===== src/rtl/fft_in_reorder8.sv =====
// Ping-pong input staging buffer for the 8-point FFT: serial complex samples are scattered
// into bit-reversed slots and each completed frame is presented as one parallel vector.
module fft_in_reorder8 #(
  parameter int unsigned DATA_WD = 16
) (
  input  logic                 clk,
  input  logic                 rstn,
  input  logic                 dat_val_i,
  output logic                 dat_rdy_o,
  input  logic                 dat_sof_i,
  input  logic [DATA_WD-1:0]   dat_re_i,
  input  logic [DATA_WD-1:0]   dat_im_i,
  output logic                 vec_val_o,
  input  logic                 vec_rdy_i,
  output logic [8*DATA_WD-1:0] vec_re_o,
  output logic [8*DATA_WD-1:0] vec_im_o,
  output logic                 drop_o
);

  typedef logic [DATA_WD-1:0] samp_t;

  samp_t       bank_re_q [2][8];
  samp_t       bank_re_d [2][8];
  samp_t       bank_im_q [2][8];
  samp_t       bank_im_d [2][8];
  logic [1:0]  full_q, full_d;
  logic        wr_bank_q, wr_bank_d;
  logic        rd_bank_q, rd_bank_d;
  logic [2:0]  wr_cnt_q, wr_cnt_d;
  logic        drop_q, drop_d;

  logic        accept;
  logic        consume;
  logic [2:0]  idx;

  function automatic logic [2:0] bitrev3(input logic [2:0] n);
    return {n[0], n[1], n[2]};
  endfunction

  assign dat_rdy_o = ~full_q[wr_bank_q];
  assign vec_val_o = full_q[rd_bank_q];
  assign drop_o    = drop_q;

  always_comb begin
    accept    = dat_val_i & dat_rdy_o;
    consume   = vec_val_o & vec_rdy_i;
    // A start-of-frame sample always lands at index 0, whatever the running count says.
    idx       = dat_sof_i ? 3'd0 : wr_cnt_q;
    bank_re_d = bank_re_q;
    bank_im_d = bank_im_q;
    full_d    = full_q;
    wr_bank_d = wr_bank_q;
    rd_bank_d = rd_bank_q;
    wr_cnt_d  = wr_cnt_q;
    drop_d    = accept & dat_sof_i & (wr_cnt_q != 3'd0);

    if (accept) begin
      bank_re_d[wr_bank_q][bitrev3(idx)] = dat_re_i;
      bank_im_d[wr_bank_q][bitrev3(idx)] = dat_im_i;
      wr_cnt_d = idx + 3'd1;
      if (idx == 3'd7) begin
        full_d[wr_bank_q] = 1'b1;
        wr_bank_d         = ~wr_bank_q;
      end
    end

    // Completion targets an empty bank and consume a full one, so they never collide.
    if (consume) begin
      full_d[rd_bank_q] = 1'b0;
      rd_bank_d         = ~rd_bank_q;
    end
  end

  always_comb begin
    vec_re_o = '0;
    vec_im_o = '0;
    for (int k = 0; k < 8; k++) begin
      vec_re_o[(7-k)*DATA_WD +: DATA_WD] = bank_re_q[rd_bank_q][k];
      vec_im_o[(7-k)*DATA_WD +: DATA_WD] = bank_im_q[rd_bank_q][k];
    end
  end

  always_ff @(posedge clk or negedge rstn) begin
    if (!rstn) begin
      for (int b = 0; b < 2; b++) begin
        for (int k = 0; k < 8; k++) begin
          bank_re_q[b][k] <= '0;
          bank_im_q[b][k] <= '0;
        end
      end
      full_q    <= 2'b00;
      wr_bank_q <= 1'b0;
      rd_bank_q <= 1'b0;
      wr_cnt_q  <= 3'd0;
      drop_q    <= 1'b0;
    end else begin
      bank_re_q <= bank_re_d;
      bank_im_q <= bank_im_d;
      full_q    <= full_d;
      wr_bank_q <= wr_bank_d;
      rd_bank_q <= rd_bank_d;
      wr_cnt_q  <= wr_cnt_d;
      drop_q    <= drop_d;
    end
  end

endmodule


===== config.mk =====
export PLATFORM = sky130hd
export DESIGN_NAME = fft_in_reorder8
export DESIGN_NICKNAME = d
export VERILOG_FILES = /design/src/rtl/fft_in_reorder8.sv
export SDC_FILE = /design/constraint.sdc
export NUM_CORES = 1
export LEC_CHECK = 0
export BUFFER_PORTS_ARGS = -buffer_cell sky130_fd_sc_hd__buf_2
export CAP_MARGIN = 0
export CORE_ASPECT_RATIO = 1.1
export CORE_UTILIZATION = 50
export DETAILED_ROUTE_END_ITERATION = 10
export GPL_ROUTABILITY_DRIVEN = 0
export GPL_TIMING_DRIVEN = 0
export PLACE_DENSITY = 0.71
export RECOVER_POWER = 100
export SLEW_MARGIN = 20
export SYNTH_ARGS = -nofsm -noshare
export SYNTH_HDL_FRONTEND = slang
export SYNTH_SLANG_ARGS = --single-unit

===== constraint.sdc =====
create_clock -name clk -period 2.55 [get_ports clk]
set_input_delay 0.6375 -clock clk [delete_from_list [all_inputs] [get_ports clk]]
set_output_delay 0.6375 -clock clk [all_outputs]
set_load 0.02 [all_outputs]

==> results of run 1 <==
[cell families after synthesis]
logic type                 share of synthesized area
buffers and inverters                         0.0284
DFF                                            0.569
adders and majority gates                    0.00328
and+or+nand+nor                               0.0177
AOI/OAI and AO/OA                            0.00137
muxes                                          0.380
[layer usage]
layer  wire, um  vias to the layer above  GRT usage
met2      31900                      311      0.436
met3       3280                       93     0.0546
met4       1660                        2     0.0667
li1           -                     5971          -
met5         12                        -          0
met1      26400                     7273      0.351
[cells in the final DEF, fill, tap and decap left out, types with 8 or more instances in the layout]
cell type  instances
mux2_2           623
dfrtp_1          519
buf_2            220
buf_6            102
mux2_4            93
clkbuf_16         75
mux2_1            56
clkbuf_1          40
buf_4             29
buf_12            24
clkbuf_8          18
clkinv_2           9
nand2_1            8
[through the flow]
stage	hold WS, ps	total power [uW]	std cells	setup WS, ps
floorplan	342	18400	1457	208
global placement	462	21600	2332	-9370
detailed placement	471	21900	2337	-268
CTS	51.6	30800	2436	-112
global route	62.3	33700	2459	-146
finish	34.2	32300	2461	-108
[power groups by stage]
stage	clock, uW	combinational, uW	sequential, uW
after floorplan	0	7170	11300
after global placement	0	10200	11500
after detailed placement	0	10300	11600
after CTS	8340	10900	11500
after global routing	8690	13200	11800
final	8230	12600	11500
[repair_timing]
item                       CTS  global route
pin swaps                    0             1
setup buffers                2             3
resized for setup          128           286
hold buffers                 0             0
cloned                       1            20
setup endpoints to repair  257           260
[sequential cells by signal, indices dropped and copies added, names as in the netlist]
name       flops
bank_im_q    256
bank_re_q    256
wr_cnt_q       3
full_q         2
drop_o         1
rd_bank_q      1
wr_bank_q      1
[how the worst min path moves through the flow]
stage,end,cells after the start,from
2_1_floorplan,bank_im_q[0],0,rstn
3_5_place_dp,bank_re_q[150],1,bank_re_q[150]
5_1_grt,bank_re_q[115],1,rstn
3_3_place_gp,bank_re_q[133],1,bank_re_q[133]
4_1_cts,bank_re_q[116],1,rstn
6_report,bank_re_q[243],1,rstn
[final cells by class]
class	instances	area [um^2]	area share
repair buffers	325	2660	0.0920
plain buffers	115	1110	0.0384
flip-flops and latches	520	13000	0.449
clock buffers	78	1600	0.0553
clock inverters	19	258	0.00890
inverters	3	11.3	0.000389
well taps	581	727	0.0251
multi-input cells	818	9560	0.330
diodes	2	5.00	0.000173
==> results.sh, run 1 <==
export IMPL_status="complete, but fails checks"
export IMPL_failed_checks="capacitance limit, slew limit, setup timing"
export IMPL_p_sw_uw=10500
export IMPL_max_vdd_ir_drop_v=0.000732
export IMPL_comb_power_share=0.388
export IMPL_vias=13700
export IMPL_clockBufferDepth=3
export IMPL_crit_chain="buf_12 -> clkbuf_16 -> clkbuf_16 -> mux2_4 -> buf_6"
export IMPL_synth_top_area_cell="dfrtp_1"
export IMPL_stdcell_area_mm2=0.0290
export IMPL_swShare=0.325
export IMPL_clk_latency_ps=600
export IMPL_ys_warnings_count=0
export IMPL_r2r_start="wr_cnt_q[0]"
export IMPL_ys_seq_elements=520
export IMPL_grt_pass1_vias=14300
export IMPL_io_pins=296
export IMPL_fin_ws_ps=-108
export IMPL_routedWlPerCell_um=25.7
export IMPL_synth_cell_type_count=29
export IMPL_drt_total_wl_mm=63.3
export IMPL_track_usage=0.263
export IMPL_seq_area_frac_synth=0.569
export IMPL_tns_ps=-13460
export IMPL_num_fill_cells=3303
export IMPL_synthToLayoutAreaGrowth_pct=26.6
export IMPL_cpMaxStageDelayCell="dfrtp_2"
export IMPL_finalHoldViolCount=0
export IMPL_min_period_ps=2660
export IMPL_cts_sink_count=520
export IMPL_cp_common_cell="clkbuf_16"
export IMPL_drv_cap=1
export IMPL_hold_path_class="input port to async pin"
export IMPL_synth_area_leaders="dfrtp_1, mux2_2, mux2_1"
export IMPL_synth_edf_count=0
export IMPL_worstReg2RegEnd="bank_im_q[106]"
export IMPL_floorplan_rows=81
export IMPL_cp_startpoint="rd_bank_q"
export IMPL_cts_max_level=2
export IMPL_grt_overflow_total=0
export IMPL_post_dp_cell_area_mm2=0.0252
export IMPL_worstMarginPinSlew_ps=1530
export IMPL_antenna_found_initial=2
export IMPL_finalCritPeriodShare=1.04
export IMPL_cellInternalPower_uw=21800
export IMPL_start_util=0.511
export IMPL_grt_max_degree=102
export IMPL_required_ps=1910
export IMPL_die_x_um=206
export IMPL_portBuffers=294
export IMPL_layout_drive_gt1_share=0.657
export IMPL_async_flop_share=1.00
export IMPL_arrival_ps=2020
export IMPL_max_stage_delay_ps=430
export IMPL_cp_depth=5
export IMPL_crit_buf_inv=4
export IMPL_r2r_cells=7
export IMPL_die_y_um=226
export IMPL_drv_slew=60
export IMPL_dieArea_mm2=0.0466
export IMPL_synthTopCellsByCount="mux2_2, dfrtp_1, mux2_1"
export IMPL_core_mm2=0.0448
export IMPL_cp_endpoint="vec_im_o[62]"
export IMPL_p_leak_uw=0.0143
export IMPL_p_seq_frac=0.357
export IMPL_clock_root_buffer="clkbuf_16"
export IMPL_crit_family="buffers and inverters"
export IMPL_p_per_area_mw_per_mm2=1120
export IMPL_cp_start_kind="register"
export IMPL_rrSetupSlack_ps=140
export IMPL_grt_pass1_wl_mm=89.9
export IMPL_nets=1879
export IMPL_dr_pass1_iters=4
export IMPL_crit_fanout=7
export IMPL_synthFlopType="dfrtp_1"
export IMPL_viasPerCell=5.55
export IMPL_syn_inst=1457
export IMPL_tritoncts="built"
export IMPL_drt_iter0_drc=662
export IMPL_ant_nets=0
export IMPL_skew_ps=14.0
export IMPL_avgSynthCellArea_um2=15.7
export IMPL_drc=0
export IMPL_syn_cell_area_mm2=0.0229
export IMPL_utilization=0.646
export IMPL_synthesis_nets=1500
export IMPL_path_clk_slew_ps=60
export IMPL_fmax_ghz=0.376
export IMPL_rsz0062_at_grt="yes"
export IMPL_cts_inserted_buffers=53
export IMPL_setup_viol=209
export IMPL_synth_most_common_cell="mux2_2"
export IMPL_post_dp_hpwl_mm=42.1
export IMPL_max_slew_margin=-0.0228
export IMPL_crit_type="register to output pin"
export IMPL_cp_end_kind="output pin"
export IMPL_synth_top_area_share=0.569
export IMPL_pwr_share_clk=0.255
No activity file was read; power rests on OpenSTA's default activity.
==> inputs of run 2 (changes only) <==
--- a/config.mk
+++ b/config.mk
@@ -14,6 +14,7 @@
 export GPL_TIMING_DRIVEN = 0
 export PLACE_DENSITY = 0.71
 export RECOVER_POWER = 100
+export SKIP_CTS_REPAIR_TIMING = 1
 export SLEW_MARGIN = 20
 export SYNTH_ARGS = -nofsm -noshare
 export SYNTH_HDL_FRONTEND = slang
==> run 2 against run 1 <==
Effect of this change:
- the flow still finishes with violations (capacitance limit, slew limit, setup timing)
- combinational power shrank 8%
- via count shrank 0.81%
- hold slack lost 5.3 ps
- setup slack gained 39 ps
- die area is the same
- maximum frequency grew 1.5%
- cell count shrank 0.57%
- register-to-register slack is essentially flat
- sequential power is essentially flat
- utilization shrank 1.9 points
- count of clock-buffer cells in the layout is the same
- final area shrank 2.9%
- critical path type unchanged
==> results.sh, run 2 (synthesis gave the netlist of run 1 again) <==
export IMPL_track_usage=0.261
export IMPL_rsz0062_at_grt="yes"
export IMPL_hold_path_class="input port to async pin"
export IMPL_skew_ps=12.8
export IMPL_routedWlPerCell_um=25.1
export IMPL_grt_use_met3=0.0525
export IMPL_crit_family="buffers and inverters"
export IMPL_rrSetupSlack_ps=130
export IMPL_met2_usage=0.432
export IMPL_drv_cap=1
export IMPL_finalHoldViolCount=0
export IMPL_floorplan_rows=81
export IMPL_required_ps=1910
export IMPL_r2r_start="wr_cnt_q[0]"
export IMPL_cp_start_kind="register"
export IMPL_cpMaxStageDelayCell="dfrtp_2"
export IMPL_place_ws_ps=-268
export IMPL_worstMarginPinSlew_ps=1530
export IMPL_antenna_found_initial=2
export IMPL_p_sw_uw=10300
export IMPL_finalNonFillerCells=2447
export IMPL_arrival_ps=1980
export IMPL_grt_max_degree=102
export IMPL_drt_iter0_drc=592
export IMPL_layout_common_cells="mux2_2, dfrtp_1, buf_2"
export IMPL_layout_drive_gt1_share=0.655
export IMPL_vias=13500
export IMPL_utilization=0.628
export IMPL_cp_common_cell="clkbuf_16"
export IMPL_status="complete, but fails checks"
export IMPL_p_per_area_mw_per_mm2=1110
export IMPL_dr_pass1_iters=4
export IMPL_grt_overflow_total=0
export IMPL_setup_viol=242
export IMPL_clock_root_buffer="clkbuf_16"
export IMPL_clk_latency_ps=590
export IMPL_cts_max_level=2
export IMPL_cts_inserted_buffers=53
export IMPL_portBuffers=294
export IMPL_max_slew_margin=-0.0188
export IMPL_fmax_ghz=0.382
export IMPL_nets=1866
export IMPL_crit_fanout=9
export IMPL_viasPerCell=5.53
export IMPL_clockBufferDepth=3
export IMPL_final_common_cell="mux2_2"
export IMPL_drc=0
export IMPL_crit_type="register to output pin"
export IMPL_pwr_share_clk=0.262
export IMPL_max_stage_delay_ps=370
export IMPL_post_dp_hpwl_mm=42.1
export IMPL_die_x_um=206
export IMPL_drt_total_wl_mm=61.5
export IMPL_comb_power_share=0.370
export IMPL_post_dp_cell_area_mm2=0.0252
export IMPL_grt_pass1_vias=14200
export IMPL_stdcell_area_mm2=0.0281
export IMPL_core_mm2=0.0448
export IMPL_grt_busiest_layer="met2"
export IMPL_synthToLayoutAreaGrowth_pct=22.9
export IMPL_num_fill_cells=3426
export IMPL_io_pins=296
export IMPL_p_seq_frac=0.368
export IMPL_tritoncts="built"
export IMPL_finalCritPeriodShare=1.03
export IMPL_grt_pass1_wl_mm=89.4
export IMPL_ant_nets=0
export IMPL_cts_sink_count=520
export IMPL_met1_usage=0.351
export IMPL_cp_end_kind="output pin"
export IMPL_die_y_um=226
export IMPL_crit_buf_inv=4
export IMPL_cellInternalPower_uw=21000
export IMPL_cp_startpoint="rd_bank_q"
export IMPL_drv_slew=60
export IMPL_swShare=0.328
export IMPL_dieArea_mm2=0.0466
export IMPL_top_regs="bank_im_q (256), bank_re_q (256), wr_cnt_q (3)"
export IMPL_start_util=0.511
export IMPL_fin_ws_ps=-68.6
export IMPL_max_vdd_ir_drop_v=0.000736
export IMPL_p_leak_uw=0.0140
export IMPL_dp_cells=2337
export IMPL_crit_chain="buf_12 -> clkbuf_16 -> clkbuf_16 -> mux2_2 -> buf_2"
export IMPL_failed_checks="capacitance limit, slew limit, setup timing"
export IMPL_min_period_ps=2620
export IMPL_path_clk_slew_ps=60
## run 2: changes by cell type in the layout (fill, tap and decap cells not counted)
| cell | change |
|---|---|
| buf_8 | -1 |
| buf_4 | +8 |
| mux2_2 | +54 |
| buf_2 | +46 |
| buf_16 | -1 |
| diode_2 | -1 |
| buf_12 | +3 |
| mux2_4 | -54 |
| clkbuf_1 | -1 |
| clkbuf_16 | -13 |
| buf_6 | -54 |
## run 2: area by class of cell
| type | count | area (um^2) | area share |
|---|---|---|---|
| buffer | 115 | 1040 | 0.0371 |
| inverter | 3 | 11.3 | 0.000400 |
| timing repair buffer | 312 | 2100 | 0.0748 |
| clock inverter | 19 | 258 | 0.00917 |
| multi-input combinational | 818 | 9360 | 0.333 |
| sequential | 520 | 13000 | 0.463 |
| tap | 581 | 727 | 0.0259 |
| clock buffer | 78 | 1600 | 0.0569 |
| antenna | 1 | 2.50 | 0.0000890 |
## run 2: worst paths after layout
kind / endpoint / cells after the start
setup / recovery: vec_re_o[113] / 5
hold / removal: bank_re_q[115] / 1
setup reg to reg: bank_re_q[73] / 7
hold reg to reg: bank_im_q[130] / 1
max in group asynchronous: bank_im_q[164] / 3
min in group clk: rd_bank_q / 2
## run 2: through the flow
stage | TNS, ps | hold WS, ps | power, uW
floorplan | 0 | 342 | 18400
global placement | -4901440 | 462 | 21600
detailed placement | -81330 | 471 | 21900
CTS | -204530 | 51.6 | 30200
global route | -20790 | 63.3 | 32700
finish | -7380 | 28.9 | 31300
## run 2: worst register-to-register path, cell delays in order, from the launching register on
cell,delay [ps]
dfrtp_1,380
nor2b_1,160
inv_1,100
ha_1,290
nand2_1,190
nor4_4,450
buf_4,340
mux2_2,390
## run 2: per-layer routing
layer,routed length (um),up-vias,part of all wire
met4,1650,2,0.027
met1,26300,7167,0.43
met2,30300,328,0.49
met3,3220,90,0.052
li1,-,5952,-
met5,12,-,0.00020
## run 2: power groups by stage
stage / combinational (uW) / sequential [uW] / clock, uW
final: 11600 / 11500 / 8210
after global routing: 12200 / 11800 / 8680
after CTS: 10400 / 11500 / 8340
after detailed placement: 10300 / 11600 / 0
after global placement: 10200 / 11500 / 0
after floorplan: 7170 / 11300 / 0
